[src/rtl/muldiv_unit.sv]
// Iterative multiply/divide engine feeding the HI/LO registers.
// Radix-2 shift-add multiply and restoring shift-subtract divide share one
// 2*WIDTH accumulator: the upper half is the partial product / remainder and
// the lower half is the multiplier being consumed / quotient being built.
// Signed operations run on magnitudes and the sign is fixed up in FIX.
module muldiv_unit #(
  parameter int WIDTH = 32
) (
  input  logic             clk,
  input  logic             reset,
  input  logic             start,
  input  logic [1:0]       op,
  input  logic [WIDTH-1:0] a,
  input  logic [WIDTH-1:0] b,
  output logic             busy,
  output logic             done,
  output logic             div_zero,
  output logic [WIDTH-1:0] hi,
  output logic [WIDTH-1:0] lo
);

  localparam int CNT_W = $clog2(WIDTH) + 1;

  typedef enum logic [1:0] {
    IDLE,
    CALC,
    FIX,
    DZ
  } state_t;

  state_t             state;
  logic [CNT_W-1:0]   count;
  logic               is_div;
  logic               neg_lo;
  logic               neg_hi;
  logic [WIDTH-1:0]   operand;
  logic [2*WIDTH-1:0] acc;

  logic               is_signed;
  logic [WIDTH-1:0]   a_mag;
  logic [WIDTH-1:0]   b_mag;
  logic [WIDTH:0]     add_sum;
  logic [WIDTH:0]     shifted;
  logic [WIDTH:0]     diff;
  logic [2*WIDTH-1:0] acc_next;
  logic [2*WIDTH-1:0] prod_fixed;
  logic [WIDTH-1:0]   quot_fixed;
  logic [WIDTH-1:0]   rem_fixed;

  // Operand magnitudes for the request currently on the inputs (op[0]=0 means signed).
  always_comb begin
    is_signed = ~op[0];
    a_mag     = (is_signed && a[WIDTH-1]) ? -a : a;
    b_mag     = (is_signed && b[WIDTH-1]) ? -b : b;
  end

  // One multiply or divide step; diff[WIDTH] set means the trial subtract underflowed.
  always_comb begin
    add_sum = {1'b0, acc[2*WIDTH-1:WIDTH]} + (acc[0] ? {1'b0, operand} : '0);
    shifted = acc[2*WIDTH-1:WIDTH-1];
    diff    = shifted - {1'b0, operand};
    if (!is_div) begin
      acc_next = {add_sum, acc[WIDTH-1:1]};
    end else if (!diff[WIDTH]) begin
      acc_next = {diff[WIDTH-1:0], acc[WIDTH-2:0], 1'b1};
    end else begin
      acc_next = {shifted[WIDTH-1:0], acc[WIDTH-2:0], 1'b0};
    end
  end

  // Sign correction: the product negates as one 2*WIDTH value, quotient and remainder separately.
  always_comb begin
    prod_fixed = neg_lo ? -acc : acc;
    quot_fixed = neg_lo ? -acc[WIDTH-1:0] : acc[WIDTH-1:0];
    rem_fixed  = neg_hi ? -acc[2*WIDTH-1:WIDTH] : acc[2*WIDTH-1:WIDTH];
  end

  // Control FSM with registered handshake outputs and HI/LO write-back.
  always_ff @(posedge clk) begin
    if (reset) begin
      state    <= IDLE;
      count    <= '0;
      is_div   <= 1'b0;
      neg_lo   <= 1'b0;
      neg_hi   <= 1'b0;
      operand  <= '0;
      acc      <= '0;
      busy     <= 1'b0;
      done     <= 1'b0;
      div_zero <= 1'b0;
      hi       <= '0;
      lo       <= '0;
    end else begin
      done     <= 1'b0;
      div_zero <= 1'b0;
      case (state)
        IDLE: begin
          if (start) begin
            is_div  <= op[1];
            operand <= b_mag;
            acc     <= {{WIDTH{1'b0}}, a_mag};
            count   <= CNT_W'(WIDTH);
            neg_lo  <= is_signed & (a[WIDTH-1] ^ b[WIDTH-1]);
            neg_hi  <= is_signed & a[WIDTH-1];
            busy    <= 1'b1;
            state   <= (op[1] && (b == '0)) ? DZ : CALC;
          end
        end
        CALC: begin
          acc   <= acc_next;
          count <= count - 1'b1;
          if (count == CNT_W'(1)) begin
            state <= FIX;
          end
        end
        FIX: begin
          if (is_div) begin
            hi <= rem_fixed;
            lo <= quot_fixed;
          end else begin
            hi <= prod_fixed[2*WIDTH-1:WIDTH];
            lo <= prod_fixed[WIDTH-1:0];
          end
          done  <= 1'b1;
          busy  <= 1'b0;
          state <= IDLE;
        end
        DZ: begin
          done     <= 1'b1;
          div_zero <= 1'b1;
          busy     <= 1'b0;
          state    <= IDLE;
        end
        default: state <= IDLE;
      endcase
    end
  end

endmodule

[config.mk]
export PLATFORM = sky130hd
export DESIGN_NAME = muldiv_unit
export DESIGN_NICKNAME = d
export VERILOG_FILES = /design/src/rtl/muldiv_unit.sv
export SDC_FILE = /design/constraint.sdc
export NUM_CORES = 1
export LEC_CHECK = 0
export CELL_PAD_IN_SITES_DETAIL_PLACEMENT = 1
export CELL_PAD_IN_SITES_GLOBAL_PLACEMENT = 2
export CORE_MARGIN = 1.5
export CORE_UTILIZATION = 35
export CTS_BUF_LIST = sky130_fd_sc_hd__clkbuf_2 sky130_fd_sc_hd__clkbuf_4 sky130_fd_sc_hd__clkbuf_8
export DETAILED_ROUTE_END_ITERATION = 16
export PLACE_DENSITY = 0.92
export RECOVER_POWER = 50
export SETUP_SLACK_MARGIN = 0.02
export SLEW_MARGIN = 20
export SYNTH_ARGS = -nofsm -noshare
export SYNTH_HDL_FRONTEND = slang
export SYNTH_SLANG_ARGS = --single-unit
export TNS_END_PERCENT = 1
[constraint.sdc]
create_clock -name clk -period 4.4 [get_ports clk]
set_clock_uncertainty 0.1 [all_clocks]
set_input_delay 1.32 -clock clk [delete_from_list [all_inputs] [get_ports clk]]
set_output_delay 1.32 -clock clk [all_outputs]
set_load 0.03 [all_outputs]
==> results by group <==
Critical path
  • CP most frequent cell: a21oi_1
  • Crit path kind: in -> reg
  • CP top delay family: buffers and inverters
  • Critical-path cell list: clkbuf_1 > clkbuf_2 > buf_2 > a21oi_1 > o21ai_0 > a21oi_1
  • WP buf/inv: 3
  • Worst-path maximum fanout: 79
  • CP endpoint kind: register
  • Startpoint types: primary input
  • Max stage delay cell, worst path: buf_2
  • Crit path required time: around 4.7 ns
  • Worst Path Arrival: 4.29 ns
  • Slowest cell delay on critical path: 1.36 ns

Routing
  • Metal3 WL: ~2.4 mm
  • Top Layer Used: met4
  • WL final: just under 50 mm
  • DR iter-0 viols: roughly 790
  • Drt wl/cell: 20.4 um
  • 1st-pass router iterations: 5
  • Met2 wire length: ~23 mm
  • Final ANT Viol Nets: 0
  • Metal-1 WL: between 20 and 25 mm
  • Vias/cell: about 5.6
  • DRC violations left: 0
  • DR vias: between 10000 and 15000

Timing
  • Final Max Tran Viols: 80
  • Max-slew headroom: -5.65%
  • Worst-margin pin slew: 1.58 ns
  • F_max: ~0.25 GHz
  • Final worst-path cycle share: between 90% and 100%
  • Final WS setup: 0.356 ns
  • Hold Vio Cnt, Final: 0
  • Setup TNS: 0 ns
  • RSZ-0062 raised after global routing: no
  • Final setup vio count: 0
  • Crit path time final: approximately 4 ns

Place
  • Placement Setup Slack: -0.0369 ns
  • Placed cells: 2383
  • DPL Wire Length: approximately 38 mm
  • Placer Congestion: between 0.8 and 0.9
  • Dpl cell area: 0.0157 mm^2
  • Port Buffers: 135

Synthesis
  • Cell Area, Synth: between 0.01 and 0.015 mm^2
  • Syn nets: around 1900
  • Most frequent cell after synthesis: nor2_1
  • Seq cells post-synth: about 170
  • Mux contribution to synthesized area: under 10%
  • XOR/XNOR Fraction of Synth Area: about a tenth
  • Synth cell types: between 70 and 80
  • Simple-Gate Fraction of Synth Area: approximately 20%
  • Post-Synth Adder-Cell Area: slightly below 7%
  • Syn Inst Count: roughly 1800
  • Synth top area cells: dfxtp_1, ha_1, a211oi_1, nor2_1, a21oi_1
  • Yosys warning count: 0
  • Asr flop ratio synth: 0%
  • Post-synthesis compound-gate area fraction: 26.9%
  • Synth top area share: approximately a quarter
  • Post-synth EDFFs: 0
  • Synth top cells by count: nor2_1, dfxtp_1, a21oi_1, nand2_1, a211oi_1
  • Largest family of logic cells by synthesized area: compound AO/OA/AOI/OAI gates
  • Sequential area share after synthesis: between 20% and 30%
  • Syn Area/Cell: 7.56 um^2
  • Ys flop type: dfxtp_1
  • Area leader, netlist: dfxtp_1

CTS
  • Post-CTS Setup Bufs: 0
  • CTS Hold Bufs: 0
  • TritonCTS buffer count: 17
  • Skew-Pair Late Insertion Delay: ~0.50 ns
  • Post-cts sizing count: 0
  • CTS Sinks: about 170
  • CTS tree: built
  • Worst-path clk slew: approximately 0.1 ns
  • Clock Tree Buf Depth: 2
  • H-Tree Depth: 4
  • CTS Root Cell: clkbuf_8

Global route
  • Largest net degree at the start of global routing: slightly above 80
  • Grt ovf: 0
  • First-pass GRT wire length: roughly 78 mm
  • Initial antenna violation count: 3
  • GRT Total Usage: approximately 25%
  • Vias in the first global route: 13900

Cells and area
  • P&R area growth vs syn: 19.0%
  • Final Non-Filler Cells: approximately 2400
  • Post-Route Utilization: between 40 and 50%
  • Final Cell Area: ~0.016 mm^2
  • Share of layout cells above drive strength 1: around 7%
  • Net count, final: between 2000 and 2500

Floorplan
  • Die Area: 0.0397 mm^2
  • IO Pins: between 100 and 150
  • Die Span Y: 199 um
  • Initial core utilization: a little over a third
  • Row count: 71
  • Die W: 199 um
  • Core area: approximately 0.038 mm^2

Status
  • Status: finished with violations
  • Failing checks: capacitance limit, slew limit

Power and ir drop
  • Pwr/cell area: 274 mW/mm^2
  • VDD IR max: slightly above 0.2 mV
  • Pleak: 6.34 nW

Run
  • Max Cap Viol: 1

Worst hold path
  • Hold Path Class: reg -> reg
-- layer usage --
layer  track usage [%]  vias to the layer above
li1                  -                     6686
met1              32.2                     6609
met2              43.2                      279
met3              3.21                       68
met4              9.18                        0
met5                 0                        -
-- stage by stage --
stage	power, W	hold WS (ns)
after detailed placement	0.00326	0.351
after floorplan	0.00275	0.332
after global routing	0.00463	0.371
after global placement	0.00323	0.341
final	0.00439	0.355
after CTS	0.00442	0.364
-- kinds of logic (layout without fill, tap and decap cells) --
| kind of cell | count (synthesis) | in the layout |
|---|---|---|
| multiplexers | 56 | 56 |
| other | 0 | 3 |
| flip-flops | 174 | 174 |
| AO/OA/AOI/OAI | 554 | 554 |
| XOR/XNOR | 163 | 163 |
| AND/OR/NAND/NOR | 567 | 567 |
| buffers and inverters | 197 | 317 |
| adder cells (fa/ha/maj) | 72 | 72 |
-- where the power goes --
part | switching [W] | internal, W
Clock | 0.000663 | 0.000489
Sequential | 0.000126 | 0.00166
Combinational | 0.000858 | 0.000592
Total | 0.00165 | 0.00274
-- path summary, 6_finish.rpt --
kind / startpoint / to / slack (ns) / cells past startpoint
worst max-delay path: reset / acc[15] / 0.36 / 6
worst min-delay path: hi[23] / hi[23] / 0.36 / 2
worst max register to register: acc[31] / acc[35] / 0.58 / 15
worst min register to register: hi[23] / hi[23] / 0.36 / 2
-- cells in the final DEF (no fill, tap or decap), types with 16 or more instances in the layout --
cell / instances
nand2_1: 132
o31ai_1: 23
xnor2_1: 78
mux2i_1: 53
nand2b_1: 22
nand3_1: 39
a21o_1: 30
a21oi_1: 150
clkbuf_8: 19
inv_1: 72
dlygate4sd3_1: 60
nor4_1: 19
o21ai_0: 102
xor2_1: 84
dfxtp_1: 173
a211oi_1: 110
buf_4: 70
nor3_1: 45
a31oi_1: 17
clkdlybuf4s50_1: 74
or3_1: 16
ha_1: 70
nor2_1: 204
-- registers in the layout, indices dropped and copies added, names as in the netlist, 2 cells and up --
signal,cells
count,6
operand,32
state,2
lo,32
hi,32
acc,64
-- worst register-to-register path, cell delays in order, from the launching register on --
cell and delay [ns]:
dfxtp_1 0.34, inv_1 0.11, ha_1 0.24, fa_1 0.38, nand2b_1 0.21, a21oi_1 0.22
a21oi_1 0.21, o31ai_1 0.29, buf_4 0.19, a41oi_1 0.13, buf_4 0.19, xnor2_2 0.19
buf_12 0.19, mux2_2 0.34, a221oi_1 0.24, nor3_1 0.08
-- final cells by class --
class	instances	area, um^2
fill	4652	21700
multi-input combinational	1412	9240
sequential	174	3480
timing repair buffer	214	2020
tap	511	639
inverter	72	270
clock buffer	20	269
clock inverter	11	109
antenna	3	7.51
Note: power is estimated with default switching activity, not from simulation.
